`config.mk`:
```
export PLATFORM = sky130hd
export DESIGN_NAME = edge_waveform_gen
export DESIGN_NICKNAME = d
export VERILOG_FILES = /design/src/rtl/edge_pkg.sv /design/src/rtl/hold_timer.sv /design/src/rtl/edge_waveform_gen.sv
export SDC_FILE = /design/constraint.sdc
export NUM_CORES = 1
export LEC_CHECK = 0
export CORE_UTILIZATION = 50
export DETAILED_ROUTE_END_ITERATION = 12
export GPL_TIMING_DRIVEN = 0
export PLACE_DENSITY = 0.79
export SYNTH_ARGS = -nofsm -noshare
export SYNTH_HDL_FRONTEND = slang
export SYNTH_SLANG_ARGS = --single-unit
```
`constraint.sdc`:
```
create_clock -name clk -period 3 [get_ports clk]
set_input_delay 0.45 -clock clk [delete_from_list [all_inputs] [get_ports clk]]
set_output_delay 0.45 -clock clk [all_outputs]
set_load 0.1 [all_outputs]
```
`src/rtl/edge_pkg.sv`:
```
// State encodings and helpers shared by the waveform generator and its tests.
// Latency: n/a (types and constant functions only).
// Backpressure: n/a.
package edge_pkg;

  // Output level state; encoding equals the driven level.
  typedef enum logic {
    S_LOW  = 1'b0,
    S_HIGH = 1'b1
  } state_t;

  // Larger of two integers, used to size the hold timer.
  function automatic int max_int(input int a, input int b);
    return (a > b) ? a : b;
  endfunction

endpackage

```
`src/rtl/hold_timer.sv`:
```
// Loadable saturating down-counter; done is high while the count is zero.
// Latency: load value visible one cycle after the load posedge.
// Backpressure: none; load wins over decrement.
module hold_timer #(
  parameter int W = 3
) (
  input  logic         clk,
  input  logic         rst_n,
  input  logic         load,
  input  logic [W-1:0] load_val,
  output logic         done
);

  logic [W-1:0] cnt_q;
  logic [W-1:0] cnt_d;

  // Next count: load, otherwise count down and stick at zero.
  always_comb begin
    cnt_d = cnt_q;
    if (load) begin
      cnt_d = load_val;
    end else if (cnt_q != '0) begin
      cnt_d = cnt_q - W'(1);
    end
  end

  // Count register, cleared by synchronous reset.
  always_ff @(posedge clk) begin
    if (!rst_n) begin
      cnt_q <= '0;
    end else begin
      cnt_q <= cnt_d;
    end
  end

  assign done = (cnt_q == '0);

endmodule

```
`src/rtl/edge_waveform_gen.sv`:
```
// Turns single-cycle rise/fall requests into a level with min high/low widths.
// Latency: accepted edge appears on signal_out one cycle after the sampling posedge.
// Backpressure: one early opposite request is queued; further ones pulse drop_err.
module edge_waveform_gen
  import edge_pkg::*;
#(
  parameter int MIN_HIGH = 3,
  parameter int MIN_LOW  = 2,
  parameter int CNT_W    = 8
) (
  input  logic             clk,
  input  logic             rst_n,
  input  logic             rise_req,
  input  logic             fall_req,
  output logic             signal_out,
  output logic             busy,
  output logic             drop_err,
  output logic [CNT_W-1:0] rise_cnt,
  output logic [CNT_W-1:0] fall_cnt
);

  localparam int HOLD_W = $clog2(max_int(MIN_HIGH, MIN_LOW)) + 1;

  state_t             state_q, state_d;
  logic               pending_q, pending_d;
  logic               drop_q, drop_d;
  logic [CNT_W-1:0]   rise_cnt_q, rise_cnt_d;
  logic [CNT_W-1:0]   fall_cnt_q, fall_cnt_d;

  logic               hold_done;
  logic               edge_go;
  logic [HOLD_W-1:0]  load_val;
  logic               both_req;
  logic               opp_req;

  hold_timer #(
    .W(HOLD_W)
  ) u_hold_timer (
    .clk      (clk),
    .rst_n    (rst_n),
    .load     (edge_go),
    .load_val (load_val),
    .done     (hold_done)
  );

  // Request arbitration: execute, queue or discard; next level and counters.
  always_comb begin
    state_d    = state_q;
    pending_d  = pending_q;
    rise_cnt_d = rise_cnt_q;
    fall_cnt_d = fall_cnt_q;
    edge_go    = 1'b0;
    load_val   = '0;
    both_req   = rise_req & fall_req;
    // A request is "opposite" only if it would change the current level.
    opp_req    = (state_q == S_LOW) ? rise_req : fall_req;
    // Simultaneous rise+fall is ambiguous; a second early request has no slot.
    drop_d     = both_req | (opp_req & pending_q);

    if (hold_done && (pending_q || (opp_req && !both_req))) begin
      edge_go   = 1'b1;
      pending_d = 1'b0;
      if (state_q == S_LOW) begin
        state_d    = S_HIGH;
        rise_cnt_d = rise_cnt_q + CNT_W'(1);
        load_val   = HOLD_W'(MIN_HIGH - 1);
      end else begin
        state_d    = S_LOW;
        fall_cnt_d = fall_cnt_q + CNT_W'(1);
        load_val   = HOLD_W'(MIN_LOW - 1);
      end
    end else if (opp_req && !both_req && !pending_q) begin
      // hold_done is necessarily 0 here: park the request until the window ends.
      pending_d = 1'b1;
    end
  end

  // State, pending flag, error pulse and edge counters.
  always_ff @(posedge clk) begin
    if (!rst_n) begin
      state_q    <= S_LOW;
      pending_q  <= 1'b0;
      drop_q     <= 1'b0;
      rise_cnt_q <= '0;
      fall_cnt_q <= '0;
    end else begin
      state_q    <= state_d;
      pending_q  <= pending_d;
      drop_q     <= drop_d;
      rise_cnt_q <= rise_cnt_d;
      fall_cnt_q <= fall_cnt_d;
    end
  end

  assign signal_out = (state_q == S_HIGH);
  assign busy       = !hold_done | pending_q;
  assign drop_err   = drop_q;
  assign rise_cnt   = rise_cnt_q;
  assign fall_cnt   = fall_cnt_q;

endmodule
```
==> results.sh <==
export IMPL_status="complete, no violations"
export IMPL_antenna_cells=0
export IMPL_synth_seq_cells=22
export IMPL_drt_iter0_drc=30
export IMPL_finalWirelength_mm=2.35
export IMPL_powerDensity_nw_per_um2=728
export IMPL_area_growth_pct=26.9
export IMPL_port_buffers=22
export IMPL_cts_inserted_buffers=3
export IMPL_gp_congestion=0.761
export IMPL_rows=16
export IMPL_die_area_sq_um=2350
export IMPL_die_width_um=48.5
export IMPL_fin_setup_tns_ps=0
export IMPL_fin_crit_sh_pct=95.6
export IMPL_p_leak_nw=0.516
export IMPL_postPlaceCellArea_sq_um=1330
export IMPL_grt_pass1_vias=891
export IMPL_h_tree_depth=1
export IMPL_p_total_mw=0.998
export IMPL_post_place_ws_ps=476
export IMPL_p_comb_share_pct=47.8
export IMPL_ir_worst_vdd_v=0.000594
export IMPL_syn_avg_cell_area_sq_um=9.15
export IMPL_multiInputGateArea_sq_um=588
export IMPL_ys_types=37
export IMPL_num_vias=978
export IMPL_clkLatencyLatePin_ps=310
export IMPL_critical_path_top_delay_family="buffers and inverters"
export IMPL_cpPeakStageDelay_ps=1130
export IMPL_die_h_um=48.5
export IMPL_worst_slack_ps=131
export IMPL_crit_type="flop to output pin"
export IMPL_hold_end="fall_cnt[7]"
export IMPL_dp_hpwl_mm=1.69
export IMPL_synth_area_sq_um=1080
export IMPL_finalHoldViolations=0
export IMPL_grt_overflow=0
export IMPL_root_buffer="clkbuf_4"
export IMPL_ant_nets=0
export IMPL_fin_skew_ps=0.979
export IMPL_clkPwrFrac_pct=16.5
export IMPL_layout_drive_gt1_share_pct=6.94
export IMPL_worstReg2RegEnd="rise_cnt[1]"
export IMPL_routedWlPerCell_um=13.7
export IMPL_drc=0
export IMPL_grt_use_total_pct=21.9
export IMPL_hold_depth=2
export IMPL_cp_slowest_cell="clkdlybuf4s50_1"
export IMPL_core_sq_um=2000
export IMPL_clock_path_buffers=2
export IMPL_finalSetupViolations=0
export IMPL_nets=153
export IMPL_path_buf_inv=2
export IMPL_finalCoreUtilization_pct=68.4
export IMPL_dp_cells=167
export IMPL_synth_cells=118
export IMPL_netSwitchingFraction_pct=45.1
export IMPL_antenna_found_initial=0
export IMPL_grt_pass1_wl_mm=3.96
export IMPL_cp_common_cell="ha_1"
export IMPL_rr_startpoint="u_hold_timer.cnt_q[0]"
export IMPL_final_max_slew_viol_count=0
export IMPL_mostFrequentLayoutCells="22 x dfxtp_1, 22 x clkdlybuf4s50_1, 14 x nor2_1"
export IMPL_rsz0062_at_grt="false"
export IMPL_grt_max_degree=13
export IMPL_fillerInstances=177
export IMPL_postCtsHoldBufs=0
export IMPL_ys_warnings_count=0
export IMPL_syn_num_nets=126
export IMPL_internal_power_mw=0.547
export IMPL_cp_max_fo=3
export IMPL_crit_start="u_hold_timer.cnt_q[0]"
export IMPL_firstDrtPassIters=4
export IMPL_post_route_min_period_ps=2870
export IMPL_worst_pin_slew_ps=977
export IMPL_ys_seq_area_share_pct=40.8
export IMPL_cts_setup_buffers=0
export IMPL_arrival_ps=2420
export IMPL_hold_ws_ps=497
export IMPL_avgViaCountPerCell=5.72
export IMPL_hold_class="flop to flop"
export IMPL_stdcell_area_sq_um=1370
export IMPL_end_kind="output pin"
export IMPL_cp_start_kind="flop"
export IMPL_switchingPower_mw=0.451
export IMPL_cp_required_ps=2550
export IMPL_worstRegToRegCells=8
export IMPL_cts_repair_resized=0
export IMPL_ios=23
export IMPL_maxCapViolCount=0
export IMPL_clock_sinks=22
export IMPL_final_cells=171
export IMPL_fmax_mhz=349
export IMPL_worstHoldStart="fall_cnt[7]"
export IMPL_r2r_slack_ps=1180
export IMPL_path_clk_slew_ps=120
export IMPL_initial_utilization_pct=53.9
export IMPL_slew_headroom_pct=34.7
export IMPL_cts_tree="done"
export IMPL_path_cells="inv_1 -> ha_1 -> ha_1 -> nand2b_1 -> clkdlybuf4s50_1"
export IMPL_seq_power_share_pct=35.7
export IMPL_regArea_sq_um=440
## cell type report
| type | instances | share of cell area [%] |
|---|---|---|
| multi-input cells | 85 | 42.9 |
| flip-flops and latches | 22 | 32.1 |
| clock buffers | 4 | 2.65 |
| inverters | 5 | 1.37 |
| well taps | 27 | 2.47 |
| plain buffers | 6 | 2.37 |
| repair buffers | 22 | 16.1 |
## power by group through the flow
stage	Clock, mW	Sequential (mW)	Combinational, mW
after floorplan	0	0.464	0.268
after global placement	0	0.360	0.459
after detailed placement	0	0.363	0.475
after CTS	0.166	0.357	0.477
after global routing	0.182	0.363	0.511
final	0.165	0.356	0.477
## synthesized netlist by cell type (all sizes together)
master,instances,area share (%)
inv,4,1.4
ha,4,4.6
or2,1,0.58
or4,4,2.8
a21oi,3,1.4
and2b,1,0.81
nand4,1,0.58
o211ai,5,4.8
nor2,14,4.9
nor2b,2,1.2
and4b,1,0.93
dfxtp,22,41
clkbuf,4,1.5
o2111ai,3,2.4
o21a,3,2.1
a2bb2oi,1,0.81
o21ai,4,1.9
and3b,1,0.81
nand2,7,2.4
a22oi,1,0.70
nand3b,1,0.70
o32ai,1,0.81
nand2b,4,2.3
xor2,9,7.3
nor3,2,0.93
clkinv,1,0.35
o31ai,3,2.1
buf,2,1.5
o2111a,2,2.1
mux2i,2,1.9
nand3,3,1.4
and4,1,0.81
and3,1,0.58
## worst register-to-register path, delay by kind of cell (launching register included)
kind	cells	cell delay, ps
flops	1	380
fa+ha+maj	2	440
compound gates	1	210
simple gates	2	210
buf+inv	2	240
mux	1	240
## logic make-up (layout without fill, tap and decap cells)
| group | count (synthesis) | in the layout | share of synthesized area, % |
|---|---|---|---|
| compound gates | 26 | 26 | 19.0 |
| mux | 2 | 2 | 1.85 |
| buf+inv | 11 | 37 | 4.75 |
| flops | 22 | 22 | 40.8 |
| simple gates | 44 | 44 | 21.7 |
| xor+xnor | 9 | 9 | 7.30 |
| fa+ha+maj | 4 | 4 | 4.64 |
## layer usage
layer  track usage (%)  vias up  wire [um]
met5                 0        -          0
met4              7.35        0         19
met2              37.8       33       1150
li1                  -      477          -
met3              3.77        4        114
met1              27.5      464       1070
## worst max-delay path by stage
stage | endpoint | slack [ps] | cells after the start
2_1_floorplan | u_hold_timer.cnt_q[0] | 840 | 6
3_3_place_gp | busy | 520 | 5
3_5_place_dp | busy | 480 | 5
4_1_cts | busy | 120 | 5
5_1_grt | busy | 20 | 5
6_report | busy | 130 | 5
## flip-flops by register name, indices dropped and copies added, names as in the netlist
signal and cells:
signal_out 1, u_hold_timer.cnt_q 3, fall_cnt 8, pending_q 1
drop_err 1, rise_cnt 8
No activity file was read; power rests on OpenSTA's default activity.
